### src/rtl/dircc_types_pkg.sv
// ============================================================================
// Module      : dircc_types_pkg
// Description : Shared types for the dircc RTS scheduler slice. Holds the
//               scheduler FSM state encoding, the send-request record passed
//               to the message sender, and common widths.
// Contents    : rts_sched_state_t - scheduler FSM states (IDLE, WAIT, SEND)
//               send_req_t        - {address, ports} send-request record
// Revision    : 1.0 - initial release
// ============================================================================
`default_nettype none

package dircc_types_pkg;

  // Width of the per-device output-port flag vector from the RTS handler.
  localparam int RTS_PORTS_WIDTH = 32;

  // Width of the pipeline-wait counter; bounds RTS_LATENCY to 1..15.
  localparam int WAIT_CNT_WIDTH = 4;

  // Address width carried in a send request record.
  localparam int SEND_ADDR_WIDTH = 32;

  typedef enum logic [1:0] {
    IDLE = 2'd0,
    WAIT = 2'd1,
    SEND = 2'd2
  } rts_sched_state_t;

  typedef struct packed {
    logic [SEND_ADDR_WIDTH-1:0] address;
    logic [RTS_PORTS_WIDTH-1:0] ports;
  } send_req_t;

endpackage

`default_nettype wire

### src/rtl/dircc_rts_scheduler.sv
// ============================================================================
// Module      : dircc_rts_scheduler
// Description : Sweeps device addresses for one processing counter, waits the
//               fixed state-memory + RTS-handler latency, samples rts_ready and
//               issues one send request per device with pending RTS flags.
//               Reports sweep completion and idle sweeps for termination.
// Ports       : clk, reset_n (async, active-low)
//               enable       - run permission for scanning
//               num_devices  - device count, latched at sweep start
//               scan_address - address to state memory / RTS handler
//               rts_ready    - RTS flags for address RTS_LATENCY edges ago
//               send_valid/send_ready/send_address/send_ports - send request
//               sweep_done   - 1-cycle pulse at end of each sweep
//               idle_sweep   - last complete sweep produced no sends
//               send_count   - total accepted sends (wraps)
// Revision    : 1.0 - initial release
// ============================================================================
`default_nettype none

module dircc_rts_scheduler
  import dircc_types_pkg::*;
#(
  parameter int ADDRESS_MEM_WIDTH = 32,
  parameter int RTS_LATENCY       = 2
) (
  input  logic                         clk,
  input  logic                         reset_n,
  input  logic                         enable,
  input  logic [ADDRESS_MEM_WIDTH-1:0] num_devices,
  output logic [ADDRESS_MEM_WIDTH-1:0] scan_address,
  input  logic [RTS_PORTS_WIDTH-1:0]   rts_ready,
  output logic                         send_valid,
  input  logic                         send_ready,
  output logic [ADDRESS_MEM_WIDTH-1:0] send_address,
  output logic [RTS_PORTS_WIDTH-1:0]   send_ports,
  output logic                         sweep_done,
  output logic                         idle_sweep,
  output logic [31:0]                  send_count
);

  localparam logic [WAIT_CNT_WIDTH-1:0]    LATENCY_CNT = WAIT_CNT_WIDTH'(RTS_LATENCY);
  localparam logic [ADDRESS_MEM_WIDTH-1:0] ADDR_ONE    = ADDRESS_MEM_WIDTH'(1);

  rts_sched_state_t               state_q, state_d;
  logic [WAIT_CNT_WIDTH-1:0]      wait_cnt_q, wait_cnt_d;
  logic [ADDRESS_MEM_WIDTH-1:0]   count_q, count_d;
  logic [ADDRESS_MEM_WIDTH-1:0]   scan_q, scan_d;
  logic                           valid_q, valid_d;
  logic [ADDRESS_MEM_WIDTH-1:0]   saddr_q, saddr_d;
  logic [RTS_PORTS_WIDTH-1:0]     sports_q, sports_d;
  logic                           sweep_done_q, sweep_done_d;
  logic                           idle_sweep_q, idle_sweep_d;
  logic [31:0]                    send_count_q, send_count_d;
  logic                           had_send_q, had_send_d;

  logic                           advance;
  logic                           had_send_now;

  always_ff @(posedge clk or negedge reset_n) begin
    if (!reset_n) begin
      state_q      <= IDLE;
      wait_cnt_q   <= '0;
      count_q      <= '0;
      scan_q       <= '0;
      valid_q      <= 1'b0;
      saddr_q      <= '0;
      sports_q     <= '0;
      sweep_done_q <= 1'b0;
      idle_sweep_q <= 1'b0;
      send_count_q <= '0;
      had_send_q   <= 1'b0;
    end else begin
      state_q      <= state_d;
      wait_cnt_q   <= wait_cnt_d;
      count_q      <= count_d;
      scan_q       <= scan_d;
      valid_q      <= valid_d;
      saddr_q      <= saddr_d;
      sports_q     <= sports_d;
      sweep_done_q <= sweep_done_d;
      idle_sweep_q <= idle_sweep_d;
      send_count_q <= send_count_d;
      had_send_q   <= had_send_d;
    end
  end

  always_comb begin
    state_d      = state_q;
    wait_cnt_d   = wait_cnt_q;
    count_d      = count_q;
    scan_d       = scan_q;
    valid_d      = valid_q;
    saddr_d      = saddr_q;
    sports_d     = sports_q;
    sweep_done_d = 1'b0;
    idle_sweep_d = idle_sweep_q;
    send_count_d = send_count_q;
    had_send_d   = had_send_q;
    advance      = 1'b0;
    had_send_now = had_send_q;

    case (state_q)
      IDLE: begin
        if (enable && (num_devices != '0)) begin
          count_d    = num_devices;
          had_send_d = 1'b0;
          wait_cnt_d = '0;
          state_d    = WAIT;
        end
      end

      WAIT: begin
        if (wait_cnt_q == LATENCY_CNT) begin
          if (rts_ready != '0) begin
            saddr_d  = scan_q;
            sports_d = rts_ready;
            valid_d  = 1'b1;
            state_d  = SEND;
          end else begin
            advance = 1'b1;
          end
        end else begin
          wait_cnt_d = wait_cnt_q + 1'b1;
        end
      end

      SEND: begin
        // valid is always high in SEND, so send_ready alone marks the handshake
        if (send_ready) begin
          valid_d      = 1'b0;
          send_count_d = send_count_q + 32'd1;
          had_send_now = 1'b1;
          idle_sweep_d = 1'b0;
          advance      = 1'b1;
        end
      end

      default: state_d = IDLE;
    endcase

    if (advance) begin
      wait_cnt_d = '0;
      // ">=" rather than "==": a count re-latched on IDLE exit can be smaller
      // than the held address, and the sweep must still terminate.
      if (scan_q >= (count_q - ADDR_ONE)) begin
        scan_d       = '0;
        sweep_done_d = 1'b1;
        idle_sweep_d = !had_send_now;
        had_send_d   = 1'b0;
        count_d      = num_devices;
        state_d      = (enable && (num_devices != '0)) ? WAIT : IDLE;
      end else begin
        scan_d     = scan_q + ADDR_ONE;
        had_send_d = had_send_now;
        state_d    = enable ? WAIT : IDLE;
      end
    end
  end

  assign scan_address = scan_q;
  assign send_valid   = valid_q;
  assign send_address = saddr_q;
  assign send_ports   = sports_q;
  assign sweep_done   = sweep_done_q;
  assign idle_sweep   = idle_sweep_q;
  assign send_count   = send_count_q;

endmodule

`default_nettype wire

### config.mk
export PLATFORM = sky130hd
export DESIGN_NAME = dircc_rts_scheduler
export DESIGN_NICKNAME = d
export VERILOG_FILES = /design/src/rtl/dircc_types_pkg.sv /design/src/rtl/dircc_rts_scheduler.sv
export SDC_FILE = /design/constraint.sdc
export NUM_CORES = 1
export LEC_CHECK = 0
export BUFFER_PORTS_ARGS = -buffer_cell sky130_fd_sc_hd__buf_2
export CORE_MARGIN = 5
export CORE_UTILIZATION = 56
export CTS_BUF_LIST = sky130_fd_sc_hd__clkbuf_4 sky130_fd_sc_hd__clkbuf_8 sky130_fd_sc_hd__clkbuf_16
export DETAILED_ROUTE_END_ITERATION = 6
export GPL_ROUTABILITY_DRIVEN = 1
export GPL_TIMING_DRIVEN = 0
export HOLD_SLACK_MARGIN = 0.08
export PLACE_DENSITY_LB_ADDON = 0.12
export SLEW_MARGIN = 10
export SYNTH_ARGS = -nofsm -noshare
export SYNTH_HDL_FRONTEND = slang
export SYNTH_SLANG_ARGS = --single-unit
### constraint.sdc
create_clock -name clk -period 5.05 [get_ports clk]
set_clock_uncertainty 0.05 [all_clocks]
set_input_delay 1.01 -clock clk [delete_from_list [all_inputs] [get_ports clk]]
set_output_delay 1.01 -clock clk [all_outputs]
set_load 0.02 [all_outputs]
==> results by group <==
Synth
  – Mux cell area share after synthesis: 6.41%
  – Largest family of logic cells by synthesized area: simple AND/OR/NAND/NOR gates
  – Simple logic cell fraction of the synthesized area: 21.7%
  – Synth warn: 0
  – Asr flop ratio synth: 100%
  – Synth area leader: dfrtp_1
  – Synthesized area: 0.00962 sq mm
  – Mapped Nets: 1087
  – Seq/Total Area, Yosys: 44.2%
  – Yosys reg bits: 170
  – Adder-cell share of the synthesized area: 5.20%
  – Synth Area in Compound Gates: 13.4%
  – Post-synth EDFFs: 0
  – Syn Area/Cell: 9.83 sq um
  – Yosys cell types: 63
  – Xor/xnor share of the synthesized area: 6.01%
  – Top post-synthesis cells by area: dfrtp_1 (44%), mux2_2 (6.2%), ha_1 (5.2%), nand2_1 (4.8%), xnor2_1 (4.1%)
  – Mapped Cells: 979
  – Share of Yosys cell area claimed by the top area cell type: 44.2%
  – Top_reg_cell synth: dfrtp_1

Worst setup path
  – CP Class: flip-flop to flip-flop
  – Flop2flop setup slack: 210 ps
  – Startpoint Class: flip-flop
  – Reg2reg end: count_q[22]$_DFF_PN0_
  – CP dominant cell by count: ha_1
  – CP arrival: 5100 ps
  – Critical path buffers and inverters: 3
  – Slowest cell delay on critical path: 580 ps
  – Delay-heaviest family, CP: simple AND/OR/NAND/NOR gates
  – R2R depth: 16
  – Crit Path Max Fanout: 10
  – Worst r2r src: count_q[0]$_DFF_PN0_
  – Required @ worst endpoint: 5310 ps
  – Critical-path top delay cell: or4_4
  – Nature of the critical path endpoint: flip-flop
  – Cells along the critical path: inv_1 -> ha_1 -> or4b_4 -> or4_4 -> nor2_4 -> nand2_2 -> nor3_2 -> xnor2_1 -> ha_1 -> nand4_1 -> nor4_4 -> nand3_1 -> a2bb2oi_2 -> buf_2 -> buf_1 -> a221o_1

Clock tree
  – CTS tree: done
  – Number of hold buffers added after cts: 0
  – Inserted Clock Buffers: 17
  – H-tree levels: 4
  – Clock transition at path regs: 60 ps
  – Clock Tree Buf Depth: 2
  – Clk Latency, worst-skew pair: 430 ps
  – Sinks on the clock net: 170
  – Post-CTS Setup Inserts: 0
  – Clk root buf: clkbuf_16

Run status
  – Status: completed

STA
  – Final hold violation count: 0
  – Worst Max-Slew Pin Slew: 639 ps
  – Fin crit share: 95.8%
  – Fin. max-slew vios: 0
  – Endpoints failing setup: 0
  – Hold_ws: 423 ps
  – Fmax: 0.207 GHz
  – Tmin final: 4840 ps
  – Max-slew headroom: 57.4%

Final layout
  – Share of cells above drive strength 1: 26.5%
  – FF+latch area: 0.00425 sq mm
  – Area occupied by multi-input gates: 0.00510 sq mm
  – # diodes: 0
  – Final Cell Area: 0.0116 sq mm
  – Fill count: 1374
  – Layout net count: 1305
  – Area growth, synth to finish: 20.2%

Route
  – Wire per inst: 18.7 um
  – Routed Antenna Nets: 0
  – Router iterations before antenna repair: 7
  – Post-Route WL: 26.9 mm
  – Vias: 8793
  – Post-route DRC: 0
  – Vias per inst: 6.13
  – Initial DRC Count: 705

Power and ir drop
  – Leakage: 5.41 nW
  – Total power: 5.23 mW
  – Worst vdd ir: 0.000297 V
  – Cell Pwr Density: 452 mW/mm^2

Global routing
  – Number of global-route vias before repair: 8446
  – Initial antenna violation count: 0
  – First-pass GRT wire length: 44.1 mm
  – Global route overflow: 0
  – GRT Resource Usage Total: 27.3%
  – Largest net degree at the start of global routing: 94

Flow run
  – # Max-Cap Violations: 0

Place
  – IO Port Bufs: 198
  – DP HPWL: 19.9 mm
  – Post-DP Area: 0.0109 sq mm
  – GP Congestion: 0.884

Worst hold path
  – Hold Crit Depth: 2
  – Min-delay src: send_address[8]$_DFFE_PN0P_
  – Type of the most critical hold path: flip-flop to flip-flop
  – Hold Crit Endpoint: send_address[8]$_DFFE_PN0P_

Floorplanning
  – Initial core utilization: 56.4%
  – Die Y: 141 um
  – Die width: 141 um
  – Core box area: 0.0171 sq mm
  – IO Count: 199
  – Die footprint: 0.0199 sq mm
  – Cell row count: 48
## synth_stat cells (5+ instances only)
library cell	count
dfrtp_1	170
nand2_1	123
nand3_1	55
mux2_2	53
and3_1	46
clkbuf_1	45
xnor2_1	45
ha_1	40
nor2_1	38
o21ai_0	38
a221o_1	33
o211ai_1	32
a21oi_1	27
nand4_1	26
inv_1	25
nor4_1	25
or3_1	21
xor2_1	21
nor3_1	13
a31oi_1	11
and4_1	8
o22ai_1	5
## worst min-delay path, delay by kind of cell, from the launching register on
kind,cells,cell delay (ps)
AO/OA/AOI/OAI,1,60
flip-flops,1,340
AND/OR/NAND/NOR,1,40
## logic make-up (layout without fill, tap and decap cells)
kind of cell	Yosys count	in the layout
AOI/OAI and AO/OA	181	181
xor gates and xnor gates	66	66
adders and majority gates	40	40
buffers and inverters	77	307
DFF	170	170
muxes	55	55
and+or+nand+nor	390	390
## how the worst max path moves through the flow
stage,start,endpoint,slack (ps),depth (start not counted)
final,count_q[0]$_DFF_PN0_,count_q[22]$_DFF_PN0_,210,16
after global routing,count_q[0]$_DFF_PN0_,scan_address[4]$_DFFE_PN0P_,-5,17
after CTS,count_q[0]$_DFF_PN0_,count_q[22]$_DFF_PN0_,40,16
after detailed placement,count_q[0]$_DFF_PN0_,scan_address[10]$_DFFE_PN0P_,-210,16
after global placement,count_q[0]$_DFF_PN0_,scan_address[24]$_DFFE_PN0P_,-170,16
after floorplan,count_q[0]$_DFF_PN0_,scan_address[4]$_DFFE_PN0P_,750,18
## routing by layer
layer	global-route usage [%]	vias up	wire [um]
met5	0	-	0
met4	7.55	0	476
met3	4.34	42	2000
met2	43.0	367	12500
met1	39.5	4308	11800
li1	-	4076	-
## layout make-up
cell class | instances | share of cell area [%]
buffer | 52 | 1.88
clock buffer | 20 | 3.93
clock inverter | 11 | 1.17
inverter | 25 | 0.811
multi-input combinational | 732 | 44.1
sequential | 170 | 36.8
tap | 225 | 2.43
timing repair buffer | 199 | 8.89
## metrics by stage
step	util [%]	instances	setup TNS (ps)	worst slack, ps
floorplan	-	979	0	749
detailed placement	64.1	1403	-5660	-214
CTS	67.6	1434	0	37.4
global placement	63.9	1402	-4050	-172
global route	67.8	1434	-4.60	-4.60
finish	67.8	1434	0	211
## cell usage in the layout (no fill, tap or decap), drive strengths merged, types with 33 or more instances in the layout
master,synthesis,layout
nand3,55,55
ha,40,40
clkbuf,45,65
and3,46,46
buf,7,206
dfrtp,170,170
o21ai,41,41
a221o,33,33
mux2,53,53
nand2,125,125
xnor2,45,45
nor2,39,39
## flip-flops by register name (all words and copies together) (netlist names), 2 cells and up
register / flops
count_q: 32
scan_address: 32
send_address: 32
send_count: 32
send_ports: 32
state_q: 2
wait_cnt_q: 4
## repair_timing
action / 4_1_cts / 5_1_grt
cloned: 0 / 0
resized for setup: 5 / 19
endpoints found under the hold margin: 0 / 0
pin swaps: 0 / 1
setup endpoints to repair: 40 / 65
## power breakdown
part           switching, mW  internal (mW)  leakage (nW)
combinational           1.09          0.833          3.02
sequential             0.321           1.65          2.12
clock                  0.568          0.757         0.275
total                   1.98           3.25          5.41
No activity file was read; power rests on OpenSTA's default activity.
